===== src/rtl/fsic_coreclk_phase_tracker.sv =====
// Tracks the ioclk phase within the slower coreclk period from a toggling coreclk marker.
// Optional saturating loss-of-lock counter on err_cnt when FSIC_PHASE_ERR_CNT_EN is defined.
module fsic_coreclk_phase_tracker #(
  parameter int pCLK_RATIO   = 4,
  parameter int pLOCK_CNT    = 4,
  parameter int pSYNC_STAGES = 2,
  parameter int pERR_CNT_W   = 8
) (
  input  logic                          ioclk,
  input  logic                          axis_rst_n,
  input  logic                          core_clk_toggle,
  output logic [$clog2(pCLK_RATIO)-1:0] phase_cnt_out,
  output logic                          phase_locked,
`ifdef FSIC_PHASE_ERR_CNT_EN
  output logic [pERR_CNT_W-1:0]         err_cnt,
`endif
  output logic                          phase_err
);

  localparam int PW = $clog2(pCLK_RATIO);
  localparam int GW = $clog2(pLOCK_CNT + 1);
  localparam logic [PW-1:0] LAST_PHASE  = PW'(pCLK_RATIO - 1);
  localparam logic [GW-1:0] LOCK_TARGET = GW'(pLOCK_CNT);

  typedef enum logic [1:0] {
    SEARCH  = 2'd0,
    ACQUIRE = 2'd1,
    LOCKED  = 2'd2
  } state_t;

  logic [pSYNC_STAGES-1:0] r_sync;
  logic                    r_hist;
  state_t                  r_state;
  logic [PW-1:0]           r_phase;
  logic [GW-1:0]           r_good;
  logic                    r_locked;
  logic                    r_err;

  logic          w_edge;
  logic          w_at_last;
  logic          w_good;
  logic          w_bad;
  logic          w_missing;
  logic          w_err_set;
  logic [PW-1:0] w_phase_inc;
  logic [GW-1:0] w_good_inc;

  always_ff @(posedge ioclk or negedge axis_rst_n) begin
    if (!axis_rst_n) begin
      r_sync <= '0;
      r_hist <= 1'b0;
    end else begin
      r_sync <= {r_sync[pSYNC_STAGES-2:0], core_clk_toggle};
      r_hist <= r_sync[pSYNC_STAGES-1];
    end
  end

  // Edge classification is only meaningful relative to the last phase slot.
  assign w_edge      = r_sync[pSYNC_STAGES-1] ^ r_hist;
  assign w_at_last   = (r_phase == LAST_PHASE);
  assign w_good      = w_edge & w_at_last;
  assign w_bad       = w_edge & ~w_at_last;
  assign w_missing   = ~w_edge & w_at_last;
  assign w_err_set   = (r_state == LOCKED) & (w_bad | w_missing);
  assign w_phase_inc = w_at_last ? '0 : r_phase + 1'b1;
  assign w_good_inc  = r_good + 1'b1;

  always_ff @(posedge ioclk or negedge axis_rst_n) begin
    if (!axis_rst_n) begin
      r_state  <= SEARCH;
      r_phase  <= '0;
      r_good   <= '0;
      r_locked <= 1'b0;
      r_err    <= 1'b0;
    end else begin
      r_err <= w_err_set;
      case (r_state)
        SEARCH: begin
          if (w_edge) begin
            r_phase <= '0;
            r_good  <= '0;
            r_state <= ACQUIRE;
          end else begin
            r_phase <= w_phase_inc;
          end
        end
        ACQUIRE: begin
          if (w_good) begin
            r_phase <= '0;
            r_good  <= w_good_inc;
            if (w_good_inc == LOCK_TARGET) begin
              r_state  <= LOCKED;
              r_locked <= 1'b1;
            end
          end else if (w_bad) begin
            r_phase <= '0;
            r_good  <= '0;
          end else if (w_missing) begin
            r_phase <= '0;
            r_good  <= '0;
            r_state <= SEARCH;
          end else begin
            r_phase <= w_phase_inc;
          end
        end
        LOCKED: begin
          if (w_bad) begin
            r_phase  <= '0;
            r_good   <= '0;
            r_state  <= ACQUIRE;
            r_locked <= 1'b0;
          end else if (w_missing) begin
            r_phase  <= '0;
            r_good   <= '0;
            r_state  <= SEARCH;
            r_locked <= 1'b0;
          end else begin
            r_phase <= w_phase_inc;
          end
        end
        default: begin
          r_phase  <= '0;
          r_good   <= '0;
          r_state  <= SEARCH;
          r_locked <= 1'b0;
        end
      endcase
    end
  end

`ifdef FSIC_PHASE_ERR_CNT_EN
  logic [pERR_CNT_W-1:0] r_err_cnt;

  always_ff @(posedge ioclk or negedge axis_rst_n) begin
    if (!axis_rst_n) begin
      r_err_cnt <= '0;
    end else if (w_err_set && (r_err_cnt != {pERR_CNT_W{1'b1}})) begin
      r_err_cnt <= r_err_cnt + 1'b1;
    end
  end

  assign err_cnt = r_err_cnt;
`endif

  assign phase_cnt_out = r_phase;
  assign phase_locked  = r_locked;
  assign phase_err     = r_err;

endmodule


===== config.mk =====
export PLATFORM = sky130hd
export DESIGN_NAME = fsic_coreclk_phase_tracker
export DESIGN_NICKNAME = d
export VERILOG_FILES = /design/src/rtl/fsic_coreclk_phase_tracker.sv
export SDC_FILE = /design/constraint.sdc
export NUM_CORES = 1
export LEC_CHECK = 0
export ABC_AREA = 1
export CORE_MARGIN = 2
export CORE_UTILIZATION = 54
export CTS_CLUSTER_DIAMETER = 120
export DETAILED_ROUTE_END_ITERATION = 6
export PLACE_DENSITY = 0.81
export SLEW_MARGIN = 5
export SYNTH_ARGS = -nofsm -noshare
export SYNTH_HDL_FRONTEND = slang
export SYNTH_SLANG_ARGS = --single-unit
export TNS_END_PERCENT = 10

===== constraint.sdc =====
create_clock -name ioclk -period 2.25 [get_ports ioclk]
set_clock_uncertainty 0.05 [all_clocks]
set_input_delay 0.45 -clock ioclk [delete_from_list [all_inputs] [get_ports ioclk]]
set_output_delay 0.45 -clock ioclk [all_outputs]
set_load 0.02 [all_outputs]

[Word-level counts from Yosys, hierarchy flattened]
Cells that the tools add are included.
Word-level totals
  register bits after elaboration: 12
  output and inout port bits: 4
  logic and storage cells: 54
  input bits: 3
Cells by class
  reduce and logical (&&, ||, !) cells: 3
  add/subtract/negate cells: 2
  equality and inequality tests: 10
  muxes and demuxes: 23
  bitwise logic cells: 9
Operators by type and width (count)
  $mux W2: 11
  $mux W3: 4
  $pmux W2 S3: 2
  $ne A3 B3 Y1 const B: 3
  $pmux W3 S3: 1
  $ne A2 B2 Y1 const B: 3
  $and A1 B1 Y1: 4
  $eq A2 B2 Y1 const B: 2
  $mux W1: 4
  $reduce_and A4 Y1: 1
  $add A3 B1 Y3 const B: 1
  $eq A3 B3 Y1 const B: 1
  $not A1 Y1: 3
  $pmux W1 S3: 1
  $reduce_and A3 Y1: 1
  $add A2 B1 Y2 const B: 1
  $eq A2 B1 Y1 const B: 1
  $logic_not A2 Y1: 1
  $or A1 B1 Y1: 1
  $xor A1 B1 Y1: 1

[Depth between registers and ports, before layout]
Gate-level depths: netlist of run 1.
  depth in word-level cells: 7
  mapped depth: 11
  gate-level depth less buffers: 11

[Least setup slack after synthesis of run 1]
No wires, ideal clock.
  path kind: register -> register
  start: register r_phase[0], in the netlist phase_cnt_out[0]
  end: register r_locked, in the netlist phase_locked
  library setup time: 0.121 ns
  buffers on the path: 0
  data arrival time: 1.401 ns
  data required time: 2.079 ns
  setup slack: 0.677 ns
  stages on the path, launching flop included: 7
  period minus slack after synthesis: 1.573 ns
  path through: dfrtp_1 > ha_1 > inv_1 > ha_1 > nand2_1 > nand3b_1 > o22a_1
Between the ends
  word-level cells in the longest chain between the ends: 5
  elaborated cells between the ends (all ways): 10
  classes of those cells: eq/ne: 3; mux: 2; bitwise: 4; reduce/logical: 1
Ends and longest elaborated chain
  start, declared: RTL line 34  | logic [PW-1:0] r_phase;
  start signal, assigned: RTL line 84  | r_phase <= w_phase_inc;
  start signal, assigned: RTL line 103  | r_phase <= w_phase_inc;
  start signal, assigned: RTL line 118  | r_phase <= w_phase_inc;
  $eq A2 B2 Y1 *: RTL line 60  | assign w_at_last = (r_phase == LAST_PHASE);
  $not A1 Y1: RTL line 62  | assign w_bad = w_edge & ~w_at_last;
  $and A1 B1 Y1: RTL line 62
  $ne A3 B3 Y1 (no source line) / $mux W1 (equally long branches)
  $reduce_and A4 Y1 (no source line) / $pmux W1 S3 (equally long branches)
  end signal, assigned: RTL line 73  | r_locked <= 1'b0;
  end signal, assigned: RTL line 93  | r_locked <= 1'b1;
  end signal, assigned: RTL line 111  | r_locked <= 1'b0;
  end, declared: RTL line 36  | logic r_locked;
Mark *: on every way between the ends. The rest lies on a longest branch, timed or not.
A chain may end at the register's enable or synchronous reset.

[Worst setup path in the final report of run 1]
  start: register r_phase[0], in the netlist phase_cnt_out[0]
  end: output phase_cnt_out[0]
RTL lines
  end, declared: RTL line 12  | output logic [$clog2(pCLK_RATIO)-1:0] phase_cnt_out,
No word-level cell between the ends.

==> metrics, run 1 <==
CTS H-tree depth=1; final setup margin=0.482 ns; ant diodes=0; leakage power=0.461 nW; synthesized flop and latch total=12; CTS tree=done; Via Count=595; die height=42.1 um; # port buffers=6; CTS resizes=0; Worst Hold Launch=r_sync[0]; CP top delay family=buffers and inverters; startpoint types=register; Compound-Gate Fraction of Synth Area=7.35%; Starting Density=58.7%; Synth Cell Area=783 um^2; Worst Hold Path EP=r_sync[1]; cts hold-fix bufs=0; CP Max Fanout=3; crit path cell chain=clkdlybuf4s50_1; Ports=7; main combinational cell family by area after synthesis=simple AND/OR/NAND/NOR gates; final setup fails=0; post-synthesis net count=105; switch share=42.0%; Synth Area in Adders=17.6%; Yosys cell types=20; RSZ-0062 raised after global routing=false; internal power=between 0.5 and 0.6 mW; clock power share=19.1%; overall die width=42.1 um; worst reg2reg endpoint=r_good[2]; NetSw=a little under 0.4 mW; Max IR drop VDD=0.481 mV; max_cap viols=0; die area=1770 um^2; Multi-input gate area=430 um^2; most frequent cells in the layout=nand2_1 (19), inv_1 (12), dfrtp_1 (12); CTS clk-pin slew, worst paths=roughly 0.08 ns; Max Buffers Root-to-Sink=2; drt first pass iters=4; Clock Sinks=12; Comb pwr share=49.7%; final hold violations=0; commonest non-fill, non-tap cell in the layout=nand2_1; register area share after synthesis=38.3%; Clk Latency, worst-skew pair=0.28 ns; Simple-Gate Fraction of Synth Area=30.0%; fmax=0.566 GHz; layout cells sized above 1=16.8%; post-layout minimum cycle time=1.77 ns; grt total ovfl=0; mux cell area share after synthesis=0%; setup_tns=0 ns; Buf/Inv on CP=1; Rel. slew slack=61.4%; core footprint=1330 um^2; global-route wire length before repair=between 2 and 3 mm; mean post-synth cell area=8.61 um^2; Final period util=approximately four fifths; std cell rows=13; WL/cell=around 13 um; initial drt markers=9; Worst-Margin Slew=0.578 ns; nets=116; r2r setup slk=roughly 0.50 ns; register area=between 300 and 400 um^2; CP max stage cell=clkdlybuf4s50_1; Max stage delay on crit path=0.61 ns; vias in the first global route=587; Min-Delay Path Depth=0; FF-to-FF Start=r_sync[1]; DRC violations left=0; Placer Congestion=0.812; initial antenna violation count=0; pre-CTS setup slack=around 0.52 ns; largest net degree at the start of global routing=13; Final ANT Viol Nets=0; Power Dens Cells=1020 nW/um^2; CTS root buf=clkbuf_4; status=finished clean; Flop pwr share=31.2%; via/cell ratio=5.13; FF-to-FF path depth=10; critical path class=register to primary output; Worst EP arrival=between 1 and 1.5 ns; fin. max-slew vios=0; yosys warns=0; Critical Path RT=between 1.5 and 2 ns; Hold Crit Class=register to register; Setup Buffers After CTS=0; gr usage total=roughly a fifth; Crit. End Element=primary output; HPWL after detailed placement=1.20 mm; fill count=120; Syn-to-layout area delta=14.7%; WL final=between 1 and 1.5 mm; xor and xnor area share after synthesis=0%; CTS Buf Count=3; Post-Syn Instances=91
==> registers in the layout, summed over array words and instances (netlist names) <==
| register | flops |
|---|---|
| r_state | 2 |
| r_hist | 1 |
| r_good | 3 |
| phase_locked | 1 |
| phase_err | 1 |
| r_sync | 2 |
| phase_cnt_out | 2 |
==> cell type report <==
type | instances | share of cell area, %
clock buffer | 4 | 4.04
tap | 15 | 2.09
multi-input combinational | 65 | 47.9
timing repair buffer | 6 | 6.69
inverter | 14 | 5.85
sequential | 12 | 33.4
==> how the worst max path moves through the flow <==
| stage | start | to | slack, ns | cells past startpoint |
|---|---|---|---|---|
| 2_1_floorplan | phase_cnt_out[0] | phase_locked | 0.68 | 6 |
| 3_3_place_gp | r_sync[1] | r_state[1] | 0.60 | 10 |
| 3_5_place_dp | r_sync[1] | r_good[2] | 0.52 | 10 |
| 4_1_cts | phase_cnt_out[0] | phase_cnt_out[0] | 0.48 | 1 |
| 5_1_grt | r_hist | r_state[1] | 0.38 | 10 |
| 6_report | phase_cnt_out[0] | phase_cnt_out[0] | 0.48 | 1 |
==> cells by family after synthesis <==
| group | after synthesis |
|---|---|
| AO/OA/AOI/OAI | 9 |
| buffers and inverters | 14 |
| flip-flops | 12 |
| AND/OR/NAND/NOR | 45 |
| adder cells (fa/ha/maj) | 11 |
==> Yosys cell counts <==
| cell type | instances | share of area (%) |
|---|---|---|
| nor2_1 | 7 | 3.4 |
| nand2_1 | 19 | 9.1 |
| a21oi_1 | 2 | 1.3 |
| nand2_2 | 7 | 5.6 |
| nand4_1 | 1 | 0.80 |
| a21boi_2 | 1 | 1.4 |
| nand3_4 | 1 | 2.2 |
| nand3_2 | 2 | 2.6 |
| nand3_1 | 5 | 3.2 |
| ha_1 | 11 | 18 |
| clkinv_1 | 1 | 0.48 |
| nand2_4 | 1 | 1.4 |
| dfrtp_1 | 12 | 38 |
| inv_1 | 12 | 5.8 |
| inv_2 | 1 | 0.48 |
| o22a_1 | 1 | 1.1 |
| and3_1 | 1 | 0.80 |
| nand3b_1 | 1 | 0.96 |
| o21ai_1 | 4 | 2.6 |
| o21a_1 | 1 | 0.96 |
==> per-layer routing <==
metal | vias to the layer above | wire length [um] | GRT usage [%]
li1 | 310 | - | -
met1 | 272 | 690 | 23.8
met4 | 0 | 44 | 11.3
met2 | 8 | 720 | 32.5
met3 | 5 | 42 | 4.31
met5 | - | 0 | 0
==> power by group through the flow <==
stage / sequential [mW] / clock (mW) / combinational (mW)
after floorplan: 0.304 / 0 / 0.328
after global placement: 0.290 / 0 / 0.442
after detailed placement: 0.291 / 0 / 0.457
after CTS: 0.287 / 0.177 / 0.460
after global routing: 0.294 / 0.192 / 0.515
final: 0.286 / 0.176 / 0.456
==> through the flow <==
step / utilization [%] / cells / power (mW) / hold WS, ns / cell area (um^2)
after floorplan: - / 91 / 0.631 / 0.104 / 783
after global placement: 64.6 / 112 / 0.733 / 0.284 / 862
after detailed placement: 64.6 / 112 / 0.748 / 0.311 / 862
after global routing: 67.4 / 116 / 1.00 / 0.329 / 898
final: 67.4 / 116 / 0.918 / 0.318 / 898
after CTS: 67.4 / 116 / 0.925 / 0.324 / 898
(Power assumes the default switching activity.)
==> inputs of run 2 (changes only) <==
--- a/config.mk
+++ b/config.mk
@@ -7,10 +7,10 @@
 export LEC_CHECK = 0
 export ABC_AREA = 1
 export CORE_MARGIN = 2
-export CORE_UTILIZATION = 54
+export CORE_UTILIZATION = 49
 export CTS_CLUSTER_DIAMETER = 120
 export DETAILED_ROUTE_END_ITERATION = 6
-export PLACE_DENSITY = 0.81
+export PLACE_DENSITY = 0.78
 export SLEW_MARGIN = 5
 export SYNTH_ARGS = -nofsm -noshare
 export SYNTH_HDL_FRONTEND = slang
==> constraint.sdc (replaced) <==
create_clock -name ioclk -period 1.6 [get_ports ioclk]
set_clock_uncertainty 0.05 [all_clocks]
set_input_delay 0.32 -clock ioclk [delete_from_list [all_inputs] [get_ports ioclk]]
set_output_delay 0.32 -clock ioclk [all_outputs]
set_load 0.02 [all_outputs]
==> run 2 against run 1 <==
Sequential share of layout area decreased by 2.5 points. Design area up 8.1%. Setup slack worse by 0.43 ns. Worst hold slack worse by 0.018 ns.
==> metrics, run 2 (synthesized netlist as in run 1, its figures left out) <==
fin. max-slew vios=0 (unchanged); CTS root buf=clkbuf_4; CTS clk-pin slew, worst paths=0.07 ns (about the same); status=finished clean; top sig layer=met4; Ports=7 (unchanged); CTS H-tree depth=1 (unchanged); CTS tree=done; # port buffers=6 (unchanged); cts hold-fix bufs=0 (unchanged); setup_tns=0 ns (unchanged); Via Count=626 (+5.2%); placed cell area=901 um^2 (+4.5%); Core Util, Final=64.5% (-2.9 points); startpoint types=register; final hold violations=0 (unchanged); most frequent cells in the layout=nand2_1 (18), dfrtp_1 (12), inv_1 (11); leakage power=0.507 nW (+9.9%); initial antenna violation count=0 (unchanged); vias in the first global route=620 (+5.6%); Final ANT Viol Nets=0 (unchanged); commonest non-fill, non-tap cell in the layout=nand2_1; grt total ovfl=0 (unchanged); HPWL after detailed placement=1.19 mm (-0.65%); Clk Latency, worst-skew pair=0.26 ns (-0.02 ns); Crit. End Element=primary output; Buf/Inv on CP=1 (unchanged); Worst EP arrival=1.17 ns (-0.10 ns); Hold Crit Class=input pin to asynchronous set/reset pin; Max Buffers Root-to-Sink=2 (unchanged); CP Max Fanout=1 (-2); layout cells sized above 1=27.4% (+11 points); largest register by flop count=r_good; Critical Path RT=1.23 ns (-0.52 ns); r2r setup slk=0.10 ns (-0.40 ns); largest net degree at the start of global routing=13 (unchanged); die height=44.0 um (+4.5%); drt first pass iters=3 (-1); Worst-Margin Slew=0.221 ns (-0.357 ns); Placer Congestion=0.814 (+0.23%); die area=1930 um^2 (+9.2%); final setup margin=0.0554 ns (-0.426 ns); overall die width=44.0 um (+4.5%); DR WL met3=27 um (-36%); DRC violations left=0 (unchanged); design area=971 um^2 (+8.1%); fill count=133 (+11%); pre-CTS setup slack=0.00164 ns (-0.521 ns); M1 wire length=748 um (+8.4%); CP max stage cell=clkdlybuf4s50_1; Final Non-Filler Cells=122 (+5.2%); global-route wire length before repair=2.69 mm (+4.0%); Max stage delay on crit path=0.59 ns (-0.02 ns); nets=122 (+5.2%); core footprint=1510 um^2 (+13%); crit path cell chain=clkdlybuf4s50_1; register area=300 um^2 (unchanged); post-layout minimum cycle time=1.54 ns; final setup fails=0 (unchanged); Clock Sinks=12 (unchanged); Worst Hold Slack=0.300 ns (-0.0182 ns); Multi-input gate area=470 um^2 (+9.3%); std cell rows=14 (+1); # placed instances=118 (+5.4%); CP top delay family=buffers and inverters; CTS Buf Count=3 (unchanged); max_cap viols=0 (unchanged); initial drt markers=12 (+3); WL final=1.54 mm (+2.9%); max reg flops=3 (unchanged); Final period util=slightly below 100%; Rel. slew slack=85.2% (+24 points); met2 routed WL=745 um (+3.5%); Power Total=1.27 mW (+38%); Syn-to-layout area delta=24.0%; Starting Density=52.0% (-6.7 points); Max IR drop VDD=0.788 mV (+64%); WL/cell=12.6 um (-2.2%); Power Dens Cells=1310 nW/um^2 (+28%); via/cell ratio=5.13 (about the same); critical path class=register to primary output; fmax=about 0.65 GHz; ant diodes=0 (unchanged); gr usage total=19.5% (-0.32 points)
run 2: path summary, 6_finish.rpt:
kind,cells past startpoint,startpoint,to
min in group ioclk,0,r_sync[0],r_sync[1]
min,2,axis_rst_n,phase_locked
max reg2reg,8,r_sync[1],phase_locked
max in group asynchronous,2,axis_rst_n,phase_cnt_out[1]
min reg2reg,0,r_sync[0],r_sync[1]
max,1,phase_err,phase_err
run 2: metal layers:
layer / up-vias / global-route usage [%]
met5: - / 0
met3: 4 / 2.50
met4: 0 / 9.09
met2: 6 / 30.0
li1: 324 / -
met1: 292 / 27.1
run 2: what timing repair did:
action | CTS | global route
setup buffers | 0 | 1
resized for setup | 3 | 9
endpoints found under the setup margin | 5 | 9
cloned | 0 | 0
pin swaps | 0 | 3
run 2: report_power, final:
part           internal, mW  switching [mW]
Clock                0.0869          0.0945
Combinational         0.279           0.411
Sequential            0.355          0.0449
Total                 0.721           0.550
run 2: final cells by class:
class	count	share of cell area, %
Tap cell	16	2.06
Sequential cell	12	30.9
Multi-Input combinational cell	65	48.5
Clock buffer	3	2.32
Inverter	14	5.41
Timing Repair Buffer	12	10.8
==> inputs of run 3 (changes only) <==
--- a/config.mk
+++ b/config.mk
@@ -5,12 +5,10 @@
 export SDC_FILE = /design/constraint.sdc
 export NUM_CORES = 1
 export LEC_CHECK = 0
-export ABC_AREA = 1
 export CORE_MARGIN = 2
 export CORE_UTILIZATION = 49
-export CTS_CLUSTER_DIAMETER = 120
 export DETAILED_ROUTE_END_ITERATION = 6
-export PLACE_DENSITY = 0.78
+export PLACE_DENSITY = 0.79
 export SLEW_MARGIN = 5
 export SYNTH_ARGS = -nofsm -noshare
 export SYNTH_HDL_FRONTEND = slang
==> run 3 against run 2 <==
Core utilization rose by 9.6 points. Sequential share of layout area is 3.1 points lower. Synthesized area down 4.5%. Largest cell class unchanged. Critical endpoint is now r_good[1]. The run now ends with setup timing left. Clock power grew 39%. First-iteration DRC count is 50% lower.
==> metrics, run 3 <==
Power Dens Cells=1360 nW/um^2 (+3.8%); ant diodes=0 (unchanged); via/cell ratio=5.45 (+6.2%); Buf/Inv on CP=2 (+1); overall die width=43.1 um (-2.1%); Yosys top cell by area=dfrtp_1; Max IR drop VDD=0.802 mV (+1.8%); CTS Buf Count=3 (unchanged); Post-synth EDFFs=0 (unchanged); RSZ-0062 raised after global routing=true; WL/cell=15.8 um (+25%); commonest non-fill, non-tap cell in the layout=buf_4; Via Count=594 (-5.1%); CP max stage cell=dfrtp_2; Multi-input gate area=520 um^2 (+11%); drt first pass iters=3 (unchanged); Post-Syn Instances=67 (-26%); gr usage total=20.1% (+0.66 points); pre-CTS setup slack=-0.142 ns (-0.143 ns); FFs w/ async S/R, synth=100% (unchanged); fill count=109 (-18%); Final period util=106% (+9.8 points); Max stage delay on crit path=0.38 ns (-0.21 ns); fin. max-slew vios=0 (unchanged); top cells by count, synth=dfrtp_1 (12), ha_1 (11), inv_1 (7); final hold violations=0 (unchanged); mean post-synth cell area=11.2 um^2 (+30%); Critical Path RT=1.76 ns (+0.53 ns); register area share after synthesis=40.1% (+1.8 points); most frequent cells in the layout=buf_4 (15), dfrtp_1 (10), inv_1 (7), ha_1 (7); Final ANT Viol Nets=0 (unchanged); synthesized flop and latch total=12 (unchanged); Rel. slew slack=78.2% (-7.0 points); leakage power=0.525 nW (+3.6%); final setup margin=-0.101 ns (-0.156 ns); max reg flops=3 (unchanged); initial antenna violation count=0 (unchanged); post-synthesis net count=81 (-23%); Worst EP arrival=1.86 ns (+0.69 ns); largest net degree at the start of global routing=13 (unchanged); # port buffers=6 (unchanged); CP Max Fanout=5 (+4); initial drt markers=6 (-6); WL final=1.72 mm (+12%); nets=108 (-11%); Hold Crit Class=input pin to asynchronous set/reset pin; post-layout minimum cycle time=1.70 ns (+0.156 ns); failing checks=setup timing; layout cells sized above 1=49.5% (+22 points); std cell rows=14 (unchanged); final setup fails=8 (+8); max_cap viols=0 (unchanged); setup_tns=-0.568 ns (-0.568 ns); CTS H-tree depth=1 (unchanged); largest register by flop count=r_good; core footprint=1470 um^2 (-2.3%); synth top area cells=dfrtp_1 (40%), ha_1 (18%), mux2_4 (4.0%); Synth top area share=40.1% (+1.8 points); Starting Density=50.9% (-1.1 points); crit path cell chain=ha_2 > inv_1 > ha_4 > nor2_4 > o21ai_4 > buf_6 > a2bb2oi_2 > o22ai_1; status=finished with violations; die height=43.1 um (-2.1%); CP top delay family=adder cells; count leader, synth=dfrtp_1; critical path class=register to register; Yosys cell types=28 (+40%); fmax=0.588 GHz (-9.2%); die area=1860 um^2 (-4.1%); Crit. End Element=register; vias in the first global route=622 (+0.32%); Clock Sinks=12 (unchanged); Clk Latency, worst-skew pair=0.29 ns (+0.03 ns); Placer Congestion=0.837 (+2.8%); CTS clk-pin slew, worst paths=0.08 ns (about the same); HPWL after detailed placement=1.13 mm (-5.3%); global-route wire length before repair=2.71 mm (+0.74%); CTS root buf=clkbuf_4; Worst-Margin Slew=0.327 ns (+0.106 ns); yosys warns=0 (unchanged); CTS tree=done; DRC violations left=0 (unchanged); register area=303 um^2 (+0.83%); Synth Cell Area=748 um^2 (-4.5%); grt total ovfl=0 (unchanged); Ports=7 (unchanged); Syn-to-layout area delta=45.7%; Max Buffers Root-to-Sink=2 (unchanged); startpoint types=register; Top FF cell, synth=dfrtp_1
[run 3: cell count changes in the layout (fill, tap and decap cells not counted), sizes merged, moves of 5 or more]
cell	before	now
buf	6	16
inv	13	8
nand2	27	3
nand3	8	3
nor2	7	2
[run 3: logic make-up (layout without fill, tap and decap cells)]
family                   count (synthesis)  in the layout  synth area share [%]
adder cells (fa/ha/maj)                 11             11                  18.4
multiplexers                             2              2                  4.01
XOR/XNOR                                 2              2                  3.35
buffers and inverters                    8             34                  4.01
AO/OA/AOI/OAI                           18             18                  18.4
AND/OR/NAND/NOR                         14             14                  11.7
flip-flops                              12             12                  40.1
[run 3: final timing paths]
kind	start	endpoint	slack (ns)	depth (start not counted)
max	phase_cnt_out[1]	r_good[1]	-0.10	8
min	axis_rst_n	r_state[1]	0.28	2
max reg2reg	phase_cnt_out[1]	r_good[1]	-0.10	8
min reg2reg	r_sync[0]	r_sync[1]	0.31	0
max in group asynchronous	axis_rst_n	phase_cnt_out[0]	1.04	2
min in group ioclk	r_sync[0]	r_sync[1]	0.31	0
[run 3: routing by layer]
| metal | vias to the layer above | track usage (%) | part of all wire [%] |
|---|---|---|---|
| met5 | - | 0 | 0 |
| met1 | 286 | 25.8 | 42 |
| met4 | 0 | 12.7 | 4.2 |
| li1 | 290 | - | - |
| met3 | 7 | 2.98 | 2.9 |
| met2 | 11 | 31.5 | 51 |
[run 3: power by group]
group / internal, mW / total [mW] / switching, mW
Combinational: 0.410 / 0.845 / 0.436
Sequential: 0.353 / 0.384 / 0.0309
Clock: 0.139 / 0.251 / 0.113
Total: 0.901 / 1.48 / 0.579
[run 3: what timing repair did]
action                     4_1_cts  5_1_grt
buffers inserted                 1        1
resized for setup                7       14
hold endpoints to repair         0        0
pin swaps                        4       10
hold buffers                     0        0
gates cloned                     0        0
setup endpoints to repair       10        8
[run 3: worst reg2reg max path, stage by stage, from the launching register on]
cell and delay (ns):
dfrtp_2 0.38, ha_2 0.29, inv_1 0.13, ha_4 0.19, nor2_4 0.13, o21ai_4 0.10
buf_6 0.14, a2bb2oi_2 0.12, o22ai_1 0.10
[run 3: per-stage QoR]
stage | power, mW | std cells | hold WS [ns] | instance area (um^2) | utilization [%]
global placement | 1.07 | 103 | 0.287 | 946 | 64.3
finish | 1.48 | 109 | 0.283 | 1090 | 74.1
detailed placement | 1.10 | 103 | 0.297 | 946 | 64.3
global route | 1.58 | 109 | 0.313 | 1090 | 74.1
CTS | 1.37 | 108 | 0.296 | 1010 | 68.5
floorplan | 0.850 | 67 | -0.0256 | 761 | -
[run 3: final cells by class]
class	instances	share of cell area (%)
inverters	8	2.76
clock buffers	4	3.33
flip-flops and latches	12	27.8
well taps	16	1.84
repair buffers	22	16.5
multi-input cells	47	47.8
